==> src/rtl/button_pkg.sv <==
// Shared types and constants for push-button conditioning.
// Holds the debounce FSM states, counter sizing helpers and 100 MHz board defaults.
package button_pkg;

    typedef enum logic [1:0] {
        IDLE         = 2'd0,
        PRESS_WAIT   = 2'd1,
        PRESSED      = 2'd2,
        RELEASE_WAIT = 2'd3
    } state_t;

    // 10 ms debounce, 500 ms hold before first repeat, 200 ms repeat period
    localparam int unsigned DEBOUNCE_CYCLES_DEF = 1_000_000;
    localparam int unsigned HOLD_CYCLES_DEF     = 50_000_000;
    localparam int unsigned REPEAT_CYCLES_DEF   = 20_000_000;

    function automatic int unsigned max3(input int unsigned a, input int unsigned b,
                                         input int unsigned c);
        int unsigned m;
        m = (a > b) ? a : b;
        return (m > c) ? m : c;
    endfunction

    // Counter only ever holds values up to max_val-1, so clog2(max_val) bits suffice.
    function automatic int unsigned cnt_width(input int unsigned max_val);
        return (max_val <= 2) ? 1 : $clog2(max_val);
    endfunction

endpackage

==> src/rtl/sync_2ff.sv <==
// Generic two-flop synchroniser for asynchronous inputs.
// Two-cycle latency, no backpressure.
module sync_2ff #(
    parameter int unsigned WIDTH = 1
) (
    input  logic             clk,
    input  logic             rst_n,
    input  logic [WIDTH-1:0] d,
    output logic [WIDTH-1:0] q
);

    logic [WIDTH-1:0] s1;

    always_ff @(posedge clk or negedge rst_n) begin
        if (!rst_n) begin
            s1 <= '0;
            q  <= '0;
        end else begin
            s1 <= d;
            q  <= s1;
        end
    end

endmodule

==> src/rtl/button_debounce.sv <==
// Debounces a raw button into a clean level plus press/release/auto-repeat strobes.
// Press/release accepted DEBOUNCE_CYCLES+3 edges after the pin settles; no backpressure.
module button_debounce
    import button_pkg::*;
#(
    parameter int unsigned DEBOUNCE_CYCLES = DEBOUNCE_CYCLES_DEF,
    parameter bit          REPEAT_EN       = 1'b0,
    parameter int unsigned HOLD_CYCLES     = HOLD_CYCLES_DEF,
    parameter int unsigned REPEAT_CYCLES   = REPEAT_CYCLES_DEF
) (
    input  logic clk,
    input  logic rst_n,
    input  logic btn_in,
    output logic btn_level,
    output logic btn_press,
    output logic btn_release,
    output logic btn_repeat
);

    localparam int unsigned CW = cnt_width(max3(DEBOUNCE_CYCLES, HOLD_CYCLES, REPEAT_CYCLES));

    localparam logic [CW-1:0] DEB_LIM  = CW'(DEBOUNCE_CYCLES - 1);
    localparam logic [CW-1:0] HOLD_LIM = CW'(HOLD_CYCLES - 1);
    localparam logic [CW-1:0] REP_LIM  = CW'(REPEAT_CYCLES - 1);

    logic          s2;
    state_t        state_q, state_n;
    logic [CW-1:0] cnt_q, cnt_n;
    logic          first_done_q, first_done_n;
    logic          level_n, press_n, release_n, repeat_n;
    logic [CW-1:0] rep_lim;

    sync_2ff #(.WIDTH(1)) u_sync (
        .clk   (clk),
        .rst_n (rst_n),
        .d     (btn_in),
        .q     (s2)
    );

    assign rep_lim = first_done_q ? REP_LIM : HOLD_LIM;

    always_ff @(posedge clk or negedge rst_n) begin
        if (!rst_n) begin
            state_q      <= IDLE;
            cnt_q        <= '0;
            first_done_q <= 1'b0;
            btn_level    <= 1'b0;
            btn_press    <= 1'b0;
            btn_release  <= 1'b0;
            btn_repeat   <= 1'b0;
        end else begin
            state_q      <= state_n;
            cnt_q        <= cnt_n;
            first_done_q <= first_done_n;
            btn_level    <= level_n;
            btn_press    <= press_n;
            btn_release  <= release_n;
            btn_repeat   <= repeat_n;
        end
    end

    always_comb begin
        state_n      = state_q;
        cnt_n        = cnt_q;
        first_done_n = first_done_q;
        level_n      = btn_level;
        press_n      = 1'b0;
        release_n    = 1'b0;
        repeat_n     = 1'b0;

        case (state_q)
            IDLE: begin
                if (s2) begin
                    state_n = PRESS_WAIT;
                    cnt_n   = '0;
                end
            end
            PRESS_WAIT: begin
                if (!s2) begin
                    state_n = IDLE;
                end else if (cnt_q == DEB_LIM) begin
                    state_n      = PRESSED;
                    cnt_n        = '0;
                    first_done_n = 1'b0;
                    level_n      = 1'b1;
                    press_n      = 1'b1;
                end else begin
                    cnt_n = cnt_q + CW'(1);
                end
            end
            PRESSED: begin
                if (!s2) begin
                    state_n = RELEASE_WAIT;
                    cnt_n   = '0;
                end else if (REPEAT_EN) begin
                    if (cnt_q == rep_lim) begin
                        repeat_n     = 1'b1;
                        cnt_n        = '0;
                        first_done_n = 1'b1;
                    end else begin
                        cnt_n = cnt_q + CW'(1);
                    end
                end
                // With repeat disabled the counter idles at 0 so it can never wrap.
            end
            RELEASE_WAIT: begin
                if (s2) begin
                    state_n = PRESSED;
                    cnt_n   = '0;
                end else if (cnt_q == DEB_LIM) begin
                    state_n   = IDLE;
                    level_n   = 1'b0;
                    release_n = 1'b1;
                end else begin
                    cnt_n = cnt_q + CW'(1);
                end
            end
            default: begin
                state_n = IDLE;
            end
        endcase
    end

endmodule

==> config.mk <==
export PLATFORM = sky130hd
export DESIGN_NAME = button_debounce
export DESIGN_NICKNAME = d
export VERILOG_FILES = /design/src/rtl/button_pkg.sv /design/src/rtl/sync_2ff.sv /design/src/rtl/button_debounce.sv
export SDC_FILE = /design/constraint.sdc
export NUM_CORES = 1
export LEC_CHECK = 0
export ABC_AREA = 1
export BUFFER_PORTS_ARGS = -buffer_cell sky130_fd_sc_hd__buf_2
export CAP_MARGIN = 10
export CORE_UTILIZATION = 30
export CTS_BUF_LIST = sky130_fd_sc_hd__clkbuf_16
export DETAILED_ROUTE_END_ITERATION = 16
export GPL_ROUTABILITY_DRIVEN = 0
export SKIP_CTS_REPAIR_TIMING = 1
export SLEW_MARGIN = 10
export SYNTH_ARGS = -nofsm -noshare
export SYNTH_HDL_FRONTEND = slang
export SYNTH_SLANG_ARGS = --single-unit
==> constraint.sdc <==
create_clock -name clk -period 2.1 [get_ports clk]
set_input_delay 0.315 -clock clk [delete_from_list [all_inputs] [get_ports clk]]
set_output_delay 0.315 -clock clk [all_outputs]
set_load 0.01 [all_outputs]
==> results <==
- The flow ran to the end, and the final reports show no timing, DRC or antenna violations.
- The critical path endpoint category is a flop.
- The total of buffers placed on input and output ports is 5.
- The setup path with the least slack is of type reg -> reg.
- The critical path starts at cnt_q[0]$_DFFE_PN0P_.
- The worst-case reg-to-reg path depth is 10.
- In the routed layout, each cell is associated on average with a via count of between 4 and 5.
- The pin count of the biggest net entering global routing is 34.
- In this run the core area contains 31 standard-cell rows.
- At the end of the flow, the number of nets in the layout was 373.
- The number of H-tree branching levels is 2.
- The height of the chip is 90.7 um.
- The cell type contributing the most total cell area after synthesis is sky130_fd_sc_hd__dfrtp_1.
- Following the worst setup path forward leads to its endpoint at cnt_q[3]$_DFFE_PN0P_.
- The max capacitance violation total is 0.
- The number of antenna repair diodes is 0.
- The largest individual stage delay along the critical path comes from the cell sky130_fd_sc_hd__dfrtp_1.
- At the pin with the least slew margin, the transition time is 771 ps.
- The setup slack after placement is slightly above 100 ps.
- For this design the static power due to leakage is 1.29 nW.
- The initial antenna violation count is 0.
- The longest clock path from root to sink contains 2 buffers.
- Ranked by total cell area, the synthesized netlist is headed by sky130_fd_sc_hd__dfrtp_1, sky130_fd_sc_hd__nand2_1, sky130_fd_sc_hd__nand3_1.
- The number of nets handed over by synthesis was 367.
- On the worst path, the slowest cell contributes a delay of 410 ps.
- 7 I/O pins were placed.
- In this run the critical register-to-register path is captured at cnt_q[3]$_DFFE_PN0P_.
- The width of the die is 90.7 um.
- The total count of max-transition violations in the final report was 0.
- The count of flip-flops with a built-in enable after synthesis is 0.
- The final-layout setup total negative slack is 0 ps.
- The number of endpoints with negative hold slack in the final report was 0.
- The clock sink total is 33.
- The share of post-route cells with drive strength above 1 is 9.19%.
- The critical path required time is 2270 ps.
- The arrival time of data at the critical path endpoint is 2040 ps.
- The total vias in the final route is 2263.
- After clock tree synthesis, the clock-pin slew on the worst setup and hold paths is 60 ps.
- The instance count of the mapped netlist is 363.
- IR analysis of the VDD net gives a maximum drop of 265 uV.
- The worst path meets setup with 224 ps of slack.
- Across all register-to-register paths, the minimum setup slack is ~220 ps.
- The via count of the first global-routing pass is 2197.
- In this run the remaining antenna-violating nets after routing total 0.
- The commonest cells after synthesis are sky130_fd_sc_hd__nand2_1, sky130_fd_sc_hd__nand3_1, sky130_fd_sc_hd__nor2_1, sky130_fd_sc_hd__dfrtp_1, sky130_fd_sc_hd__inv_1.
- The tightest slew margin relative to the limit is 48.6%.
- For the final database, setup skew stands at approximately 3.8 ps.
- In this run the critical register-to-register path is launched from cnt_q[0]$_DFFE_PN0P_.
- Before antenna repair, the detailed router went through 4 iterations.
- Based on the critical path, the design can be clocked at up to 0.533 GHz.
- Of the synthesized area, sequential elements account for 35.0%.
- The area of the core region is roughly 0.0074 mm^2.
- The number of register bits inferred by synthesis is 33.
- Walking the worst path, the cells encountered are ha_1 > nand2_2 > nor2_4 > nand2_2 > nor2_4 > nand4_4 > nand2_4 > nand2_4 > nand2_1 > nand2_1.
- Once the floorplan was initialized, standard cells occupied 31.8% of the core.
- The most common cell in the synthesized netlist is sky130_fd_sc_hd__nand2_1.
- Clock tree synthesis inserted a total of 5 buffers.
- The final wirelength is 6040 um.
- Setup repair after global routing left no endpoint under its margin.
- The category of the worst setup path launch point is a flop.
- The floorplan step defined a die boundary enclosing 0.00822 mm^2.
- The total setup violations reported at the end of the flow is 0.
- The top cell type's share of synthesized area is about a third.
- The share of async-settable or async-resettable flops after synthesis is 100%.
- The minimum clock period after layout is 1880 ps.
- The Yosys step of the flow raised 0 warnings.
- The average footprint of a synthesized cell is 6.50 um^2.
- The first-pass GRT wire length is 10700 um.
- For this run, the total global-route usage over all layers was measured as 16.2%.
- After detailed routing, the number of remaining DRC violations is 0.
- Synthesis instantiated 27 different standard cells from the library.
- At the end of the flow the core is filled with cells to 35.4%.
- For this run the aggregate overflow at the end of global routing stands at 0.
- The HPWL reported at the end of detailed placement is 4390 um.
- Along the worst path, the maximum fanout reaches 13.
- The clock tree from TritonCTS is done.
- The top flip-flop cell by instance count after synthesis is sky130_fd_sc_hd__dfrtp_1.
- The synthesis-to-layout area growth is 11.3%.
- The tree is rooted in a sky130_fd_sc_hd__clkbuf_16.
- The insertion delay to the later sink of the worst-skew pair is 280 ps.
- After the first detailed-routing iteration, the DRC count stood at 162.
- In this run the power density over the cells is 554 mW/mm^2.
- Of the available clock period, the critical path in the final layout requires between 80% and 90%.
- The type of the most critical hold path is in -> async.
- The final routed wire length divided by cell count is 12.9 um.
- The cell area after synthesis is 0.00236 mm^2.
==> flip-flops by register name, indices dropped and copies added (netlist names), named ones only <==
signal       flops
state_q          1
u_sync.s1        1
u_sync.q         1
cnt_q           26
btn_release      1
btn_press        1
btn_level        1
==> per-layer routing <==
metal  track usage [%]  wire (um)
met1              22.1       2990
met2              25.6       2800
met3              2.10        168
met4              7.12         91
met5                 0          0
==> cells in the final DEF, fill, tap and decap left out <==
cell                         count
sky130_fd_sc_hd__clkbuf_16       5
sky130_fd_sc_hd__clkinv_2        2
sky130_fd_sc_hd__buf_4           4
sky130_fd_sc_hd__xor2_1          7
sky130_fd_sc_hd__buf_12          1
sky130_fd_sc_hd__clkinv_1        1
sky130_fd_sc_hd__nand2_1       131
sky130_fd_sc_hd__clkinvlp_4      1
sky130_fd_sc_hd__buf_2           5
sky130_fd_sc_hd__inv_2           1
sky130_fd_sc_hd__nor3_1          4
sky130_fd_sc_hd__nor2_2          5
sky130_fd_sc_hd__ha_1            1
sky130_fd_sc_hd__a21oi_1         2
sky130_fd_sc_hd__o21ai_0         5
sky130_fd_sc_hd__nor3b_1         1
sky130_fd_sc_hd__nand4_1        14
sky130_fd_sc_hd__nor2_1         41
sky130_fd_sc_hd__dfrtp_1        33
sky130_fd_sc_hd__nand3_1        59
sky130_fd_sc_hd__xnor2_1         1
sky130_fd_sc_hd__o21ai_1         1
sky130_fd_sc_hd__conb_1          1
sky130_fd_sc_hd__nand2_4         2
sky130_fd_sc_hd__nor2_4          2
sky130_fd_sc_hd__nand2_2         5
sky130_fd_sc_hd__a211oi_1        3
sky130_fd_sc_hd__nand4_4         1
sky130_fd_sc_hd__inv_1          31
==> worst min path at each step <==
stage,slack (ps),end,startpoint
3_5_place_dp,340,u_sync.q$_DFF_PN0_,u_sync.s1$_DFF_PN0_
6_report,110,cnt_q[5]$_DFFE_PN0P_,rst_n
4_1_cts,140,cnt_q[5]$_DFFE_PN0P_,rst_n
5_1_grt,130,u_sync.s1$_DFF_PN0_,btn_in
2_1_floorplan,20,async pin,rst_n
3_3_place_gp,330,u_sync.q$_DFF_PN0_,u_sync.s1$_DFF_PN0_
==> critical path: cells and delay by family (launching register included) <==
family                   cells  cell delay (ps)
adder cells (fa/ha/maj)      1              250
AND/OR/NAND/NOR              9             1100
flip-flops                   1              410
==> cell type report <==
| type | instances | area [um^2] |
|---|---|---|
| timing repair buffer | 10 | 75.1 |
| tap | 99 | 124 |
| fill | 812 | 4780 |
| sequential | 33 | 826 |
| multi-input combinational | 286 | 1330 |
| clock inverter | 3 | 17.5 |
| inverter | 33 | 124 |
| clock buffer | 5 | 125 |
==> power breakdown <==
| part | switching (mW) | internal, mW | total (mW) |
|---|---|---|---|
| logic | 0.0631 | 0.0196 | 0.0827 |
| registers | 0.00980 | 0.643 | 0.653 |
| clock network | 0.285 | 0.434 | 0.719 |
| total | 0.358 | 1.10 | 1.45 |
==> cells by family after synthesis <==
group	synth area share (%)
compound gates	2.65
other cells	0.159
xor+xnor	2.97
simple gates	50.1
flops	35.0
buf+inv	8.54
fa+ha+maj	0.530
==> through the flow <==
stage | power [mW] | cell area (um^2) | instances | hold WS, ps
floorplan | 0.718 | 2360 | 363 | 19.4
global placement | 0.747 | 2480 | 461 | 332
detailed placement | 0.747 | 2480 | 461 | 337
CTS | 1.48 | 2620 | 469 | 137
global route | 1.51 | 2630 | 469 | 135
finish | 1.45 | 2630 | 469 | 108
(Power assumes the default switching activity.)
